--- src/rtl/mul_seq_ctrl.sv ---
// mul_seq_ctrl: multi-cycle radix-2 shift-add sequencer for the RV32M
// multiply group (MUL, MULH, MULHSU, MULHU).
//
// Ports:
//   clk, rst            rising-edge clock, synchronous active-high reset
//   kill                pipeline flush, aborts any in-flight operation
//   req_valid/req_ready request handshake (ready only in IDLE, kill=0)
//   req_op              00=MUL 01=MULH 10=MULHSU 11=MULHU
//   req_a, req_b        rs1 / rs2 operands
//   req_tag             opaque tag returned on resp_tag
//   resp_valid/ready    response handshake
//   resp_result         selected product word (low for MUL, high otherwise)
//   resp_tag            tag of the completed request
//   busy                high in any state other than IDLE
module mul_seq_ctrl #(
  parameter int XLEN      = 32,
  parameter int TAG_W     = 5,
  parameter int ZERO_SKIP = 1
) (
  input  logic             clk,
  input  logic             rst,
  input  logic             kill,
  input  logic             req_valid,
  output logic             req_ready,
  input  logic [1:0]       req_op,
  input  logic [XLEN-1:0]  req_a,
  input  logic [XLEN-1:0]  req_b,
  input  logic [TAG_W-1:0] req_tag,
  output logic             resp_valid,
  input  logic             resp_ready,
  output logic [XLEN-1:0]  resp_result,
  output logic [TAG_W-1:0] resp_tag,
  output logic             busy
);

  localparam logic [1:0] S_IDLE = 2'd0;
  localparam logic [1:0] S_CALC = 2'd1;
  localparam logic [1:0] S_FIX  = 2'd2;
  localparam logic [1:0] S_DONE = 2'd3;

  localparam int CW = (XLEN > 1) ? $clog2(XLEN) : 1;
  localparam logic [CW-1:0] CNT_LAST = CW'(XLEN - 1);

  logic [1:0]        state;
  logic [1:0]        op;
  logic [TAG_W-1:0]  tag;
  logic [XLEN-1:0]   mcand;
  logic [XLEN-1:0]   mplier;
  logic              neg;
  logic [2*XLEN-1:0] acc;
  logic [CW-1:0]     cnt;

  logic              a_signed;
  logic              b_signed;
  logic              sign_a;
  logic              sign_b;
  logic [XLEN-1:0]   mag_a;
  logic [XLEN-1:0]   mag_b;
  logic              zero_op;
  logic [XLEN:0]     sum;
  logic [2*XLEN-1:0] prod_fix;
  logic              accept;

  assign req_ready  = (state == S_IDLE) && !kill;
  assign resp_valid = (state == S_DONE);
  assign busy       = (state != S_IDLE);
  assign accept     = req_valid && req_ready;

  // Operand signedness: a is signed for MULH/MULHSU, b only for MULH.
  // Negating -2^(XLEN-1) wraps to 2^(XLEN-1), which is the correct
  // unsigned magnitude.
  always_comb begin
    a_signed = (req_op == 2'b01) || (req_op == 2'b10);
    b_signed = (req_op == 2'b01);
    sign_a   = a_signed && req_a[XLEN-1];
    sign_b   = b_signed && req_b[XLEN-1];
    mag_a    = sign_a ? (~req_a + 1'b1) : req_a;
    mag_b    = sign_b ? (~req_b + 1'b1) : req_b;
    zero_op  = (req_a == '0) || (req_b == '0);
  end

  // Single shared XLEN-bit adder: upper accumulator half plus the gated
  // multiplicand, with the carry kept as the top bit.
  always_comb begin
    sum      = {1'b0, acc[2*XLEN-1:XLEN]} + {1'b0, (mplier[0] ? mcand : '0)};
    prod_fix = neg ? (~acc + 1'b1) : acc;
  end

  always_ff @(posedge clk) begin
    if (rst) begin
      state       <= S_IDLE;
      op          <= '0;
      tag         <= '0;
      mcand       <= '0;
      mplier      <= '0;
      neg         <= 1'b0;
      acc         <= '0;
      cnt         <= '0;
      resp_result <= '0;
      resp_tag    <= '0;
    end else if (kill) begin
      state <= S_IDLE;
    end else begin
      case (state)
        S_IDLE: begin
          if (accept) begin
            op     <= req_op;
            tag    <= req_tag;
            mcand  <= mag_a;
            mplier <= mag_b;
            neg    <= sign_a ^ sign_b;
            acc    <= '0;
            cnt    <= '0;
            if ((ZERO_SKIP != 0) && zero_op) begin
              resp_result <= '0;
              resp_tag    <= req_tag;
              state       <= S_DONE;
            end else begin
              state <= S_CALC;
            end
          end
        end
        S_CALC: begin
          // {carry, sum, low half} shifted right by one.
          acc    <= {sum, acc[XLEN-1:1]};
          mplier <= mplier >> 1;
          cnt    <= cnt + 1'b1;
          if (cnt == CNT_LAST) begin
            state <= S_FIX;
          end
        end
        S_FIX: begin
          resp_result <= (op == 2'b00) ? prod_fix[XLEN-1:0] : prod_fix[2*XLEN-1:XLEN];
          resp_tag    <= tag;
          state       <= S_DONE;
        end
        default: begin
          if (resp_ready) begin
            state <= S_IDLE;
          end
        end
      endcase
    end
  end

endmodule

--- config.mk ---
export PLATFORM = sky130hd
export DESIGN_NAME = mul_seq_ctrl
export DESIGN_NICKNAME = d
export VERILOG_FILES = /design/src/rtl/mul_seq_ctrl.sv
export SDC_FILE = /design/constraint.sdc
export NUM_CORES = 1
export LEC_CHECK = 0
export CAP_MARGIN = 5
export CORE_ASPECT_RATIO = 1.25
export CORE_MARGIN = 5
export CORE_UTILIZATION = 50
export CTS_CLUSTER_DIAMETER = 100
export DETAILED_ROUTE_END_ITERATION = 10
export PLACE_DENSITY = 0.74
export SLEW_MARGIN = 20
export SYNTH_ARGS = -nofsm -noshare
export SYNTH_HDL_FRONTEND = slang
export SYNTH_SLANG_ARGS = --single-unit
--- constraint.sdc ---
create_clock -name clk -period 3.22 [get_ports clk]
set_input_delay 0.805 -clock clk [delete_from_list [all_inputs] [get_ports clk]]
set_output_delay 0.805 -clock clk [all_outputs]
set_load 0.02 [all_outputs]
==> results.cfg, run 1 <==
[synth]
synth_fp_nets = 1689
synth_top_area_share_pct = 30.6
yosysTopAreaCell = dfxtp_1
ys.warnings.count = 0
synth_common_cells = 232 x nand2_1, 180 x dfxtp_1, 137 x a21oi_1, 135 x nor2_1, 90 x clkbuf_1
postSynth.asyncResetShare_pct = 0
synth_cell_type_count = 78
netlist_instances = 1569
ys_seq_area_share_pct = 30.6
synth.area.top_cells = dfxtp_1 31%, nand2_1 7.4%, a21oi_1 5.8%, ha_1 4.6%, nor2_1 4.3%
syn-cell-area_sq_mm = 0.0118
ys.flop_type = dfxtp_1
synth.avg_cell_area_sq_um = 7.51
post-synth-top-count-cell = nand2_1
ys_ff_latch = 180
synth-edff-count = 0

[worst_setup_path]
r2r_cells = 11
r2r-start = acc[1]$_SDFFE_PP0P_
worstSetupStartpointType = flip-flop
cp_max_fo = 5
crit_slowest_cell = or4b_4
cpPeakStageDelay_ns = 0.54
cp.required_ns = 3.60
cp.arrival_ns = 3.52
cp_cell_sequence = inv_1, ha_1, or4b_4, nor4_4, buf_4, nand3_4, or4_4, o31a_2, xnor2_1, o21ai_0, a22o_1
r2r_slack_ns = 0.08
r2r-end = resp_result[0]$_SDFFE_PP0P_
crit_type = flip-flop to flip-flop
endpoint_kind = flip-flop

[worst_hold_path]
holdPathEnd = resp_result[22]$_SDFFE_PP0P_
min_from = resp_result[22]$_SDFFE_PP0P_
min_path_cells = 2
holdCritPathClass = flip-flop to flip-flop

[global_route]
grt.busiest_layer = met2
antenna_found_initial = 0
met2_usage_pct = 45.7
track_usage_pct = 25.8
grt_overflow = 0
grt_start_max_net_pins = 102
grt_pass1_vias = 11752
grt_pass1_wl_um = 57900
grtUsageMet1_pct = 31.7
grt_use_met3_pct = 3.62

[placement]
portBuffers = 115
gp_congestion = 0.953
dp_hpwl_um = 26400
postPlaceCellArea_sq_mm = 0.0144

[die]
design.portCount = 116
start_util_pct = 51.0
die_x_um = 147
die_h_um = 182
dieArea_sq_mm = 0.0268
rows = 62
coreArea_sq_mm = 0.0231

[routing]
ant_nets = 0
drt_wl_total_um = 35700
drtIter0Drc = 911
drcViolationCount = 0
drt_first_pass_iters = 5
viasPerCell = 5.98
wl_per_cell_um = 17.1
vias = 12520

[timing]
maxSlewHeadroom_pct = 45.5
final_hold_viol_count = 0
fin_crit_sh_pct = 97.4
fin_crit_ns = 3.14
setup_violations = 0
fin_hold_ws_ns = 0.448
tightest_slew_ns = 0.817
clock_skew_ns = 0.0108
tns_ns = 0
slew_viol_final = 0
fmax_ghz = 0.319

[power_and_ir_drop]
irDropWorstVdd_v = 0.000370
leakagePower_uw = 0.00627
comb_power_share_pct = 13.5
intPower_uw = 3850
p_per_area_mw_per_mm2 = 345
netSwitchingFraction_pct = 26.7
power_frac_clock_pct = 42.4
sequentialPowerShare_pct = 44.1
power.switching_uw = 1400

[clock_network]
cts_max_path_buffers = 2
path_clk_slew_ns = 0.08
h-tree-depth = 4
cts.sinks = 180
cts-hold-fix-buffers = 0
cts_tree = built
cts_root_buffer = clkbuf_16
numCtsBuffers = 17
clk_latency_ns = 0.44

[layout]
layout-drive-gt1-share_pct = 15.4
antenna_cells = 0
design_area_sq_mm = 0.0152
area_delta_synth_final_pct = 29.3
fin_nets = 1912

[outcome]
outcome = finished clean

[run]
cap_violations = 0
## layout by cell type (no fill, tap or decap), types with 10 or more instances in the layout
cell type / Yosys / routed
a211oi_1: 30 / 27
a21o_1: 17 / 17
a21oi_1: 137 / 135
a22o_1: 17 / 17
a22oi_1: 11 / 11
a31oi_1: 29 / 29
a32o_1: 13 / 13
and2_1: 37 / 35
buf_4: 3 / 182
clkbuf_16: 0 / 18
clkdlybuf4s50_1: 0 / 110
dfxtp_1: 180 / 178
ha_1: 43 / 39
inv_1: 29 / 28
nand2_1: 232 / 231
nand2b_1: 10 / 10
nand3_1: 86 / 86
nand4_1: 14 / 14
nor2_1: 135 / 133
nor2b_1: 14 / 12
nor3_1: 35 / 34
nor4_1: 13 / 12
o211ai_1: 13 / 13
o21ai_0: 77 / 73
o31ai_1: 23 / 22
or2_2: 10 / 10
or3_1: 27 / 25
or4_1: 19 / 18
xnor2_1: 53 / 53
xor2_1: 57 / 57
## routing by layer
| metal | share of wire [%] | vias up |
|---|---|---|
| met5 | 0 | - |
| met4 | 3.5 | 0 |
| li1 | - | 6141 |
| met2 | 49 | 429 |
| met1 | 42 | 5854 |
| met3 | 5.5 | 96 |
## worst max-delay path: cells and delay by family (launching register included)
family / cells / cell delay, ns
XOR/XNOR: 1 / 0.12
adder cells (fa/ha/maj): 1 / 0.21
buffers and inverters: 2 / 0.27
AO/OA/AOI/OAI: 3 / 0.78
AND/OR/NAND/NOR: 4 / 1.39
flip-flops: 1 / 0.32
## metrics by stage
stage	worst slack [ns]	util, %	power [uW]	cells
final	0.0832	65.9	5250	2093
after global routing	-0.0581	65.9	5440	2093
after CTS	0.00854	64.9	5260	2086
after detailed placement	-0.576	62.1	3070	2054
after global placement	-0.534	62.1	3050	2054
after floorplan	0.127	-	2750	1569
## worst max path at each step
stage	cells after the start	endpoint	slack [ns]	startpoint
detailed placement	10	resp_result[30]$_SDFFE_PP0P_	-0.58	req_a[25]
finish	11	resp_result[0]$_SDFFE_PP0P_	0.08	acc[1]$_SDFFE_PP0P_
global route	15	acc[59]$_SDFFE_PP0P_	-0.06	mcand[0]$_SDFFE_PP0P_
CTS	13	acc[50]$_SDFFE_PP0P_	0.009	mplier[0]$_SDFFE_PP0P_
floorplan	9	resp_result[17]$_SDFFE_PP0P_	0.13	req_b[13]
global placement	10	resp_result[30]$_SDFFE_PP0P_	-0.53	req_a[25]
## kinds of logic after synthesis
logic type / Yosys count / synth area share, %
buffers and inverters: 128 / 4.20
adders and majority gates: 44 / 4.74
muxes: 10 / 0.956
DFF: 180 / 30.6
AOI/OAI and AO/OA: 439 / 24.3
xor gates and xnor gates: 110 / 8.18
and+or+nand+nor: 658 / 27.0
## repair_timing
item,CTS,global route
buffers inserted,0,6
pin swaps,1,17
endpoints found under the setup margin,32,37
gates resized for setup,6,40
cloned,0,1
## registers in the layout, indices dropped and copies added (netlist names)
register and count:
tag 5, op 2, neg 1, mplier 32
state 2, acc 64, mcand 32, resp_tag 5
resp_result 32, cnt 5
## final cells by class
cell class,instances,area [sq um]
multi-input cells,1261,7900
fillers,2020,7880
flip-flops and latches,180,3610
repair buffers,302,2640
clock buffers,19,443
well taps,288,360
clock inverters,13,170
inverters,30,113
## power by group through the flow
stage               clock network (uW)  logic (uW)  registers (uW)
floorplan                            0         391            2350
global placement                     0         689            2360
detailed placement                   0         700            2370
CTS                               2240         703            2310
global route                      2340         779            2320
finish                            2220         711            2310
Note: power is estimated with default switching activity, not from simulation.
==> run 2: changes to the inputs <==
CAP_MARGIN = 20   (was 5)
==> results of run 2 <==
Same layout as run 1: the final DEF is identical, and so are final timing and power.
==> run 3: changes to the inputs <==
CTS_CLUSTER_DIAMETER = 40   (was 100)
==> results of run 3 <==
Same layout as run 1: the final DEF is identical, and so are final timing and power.
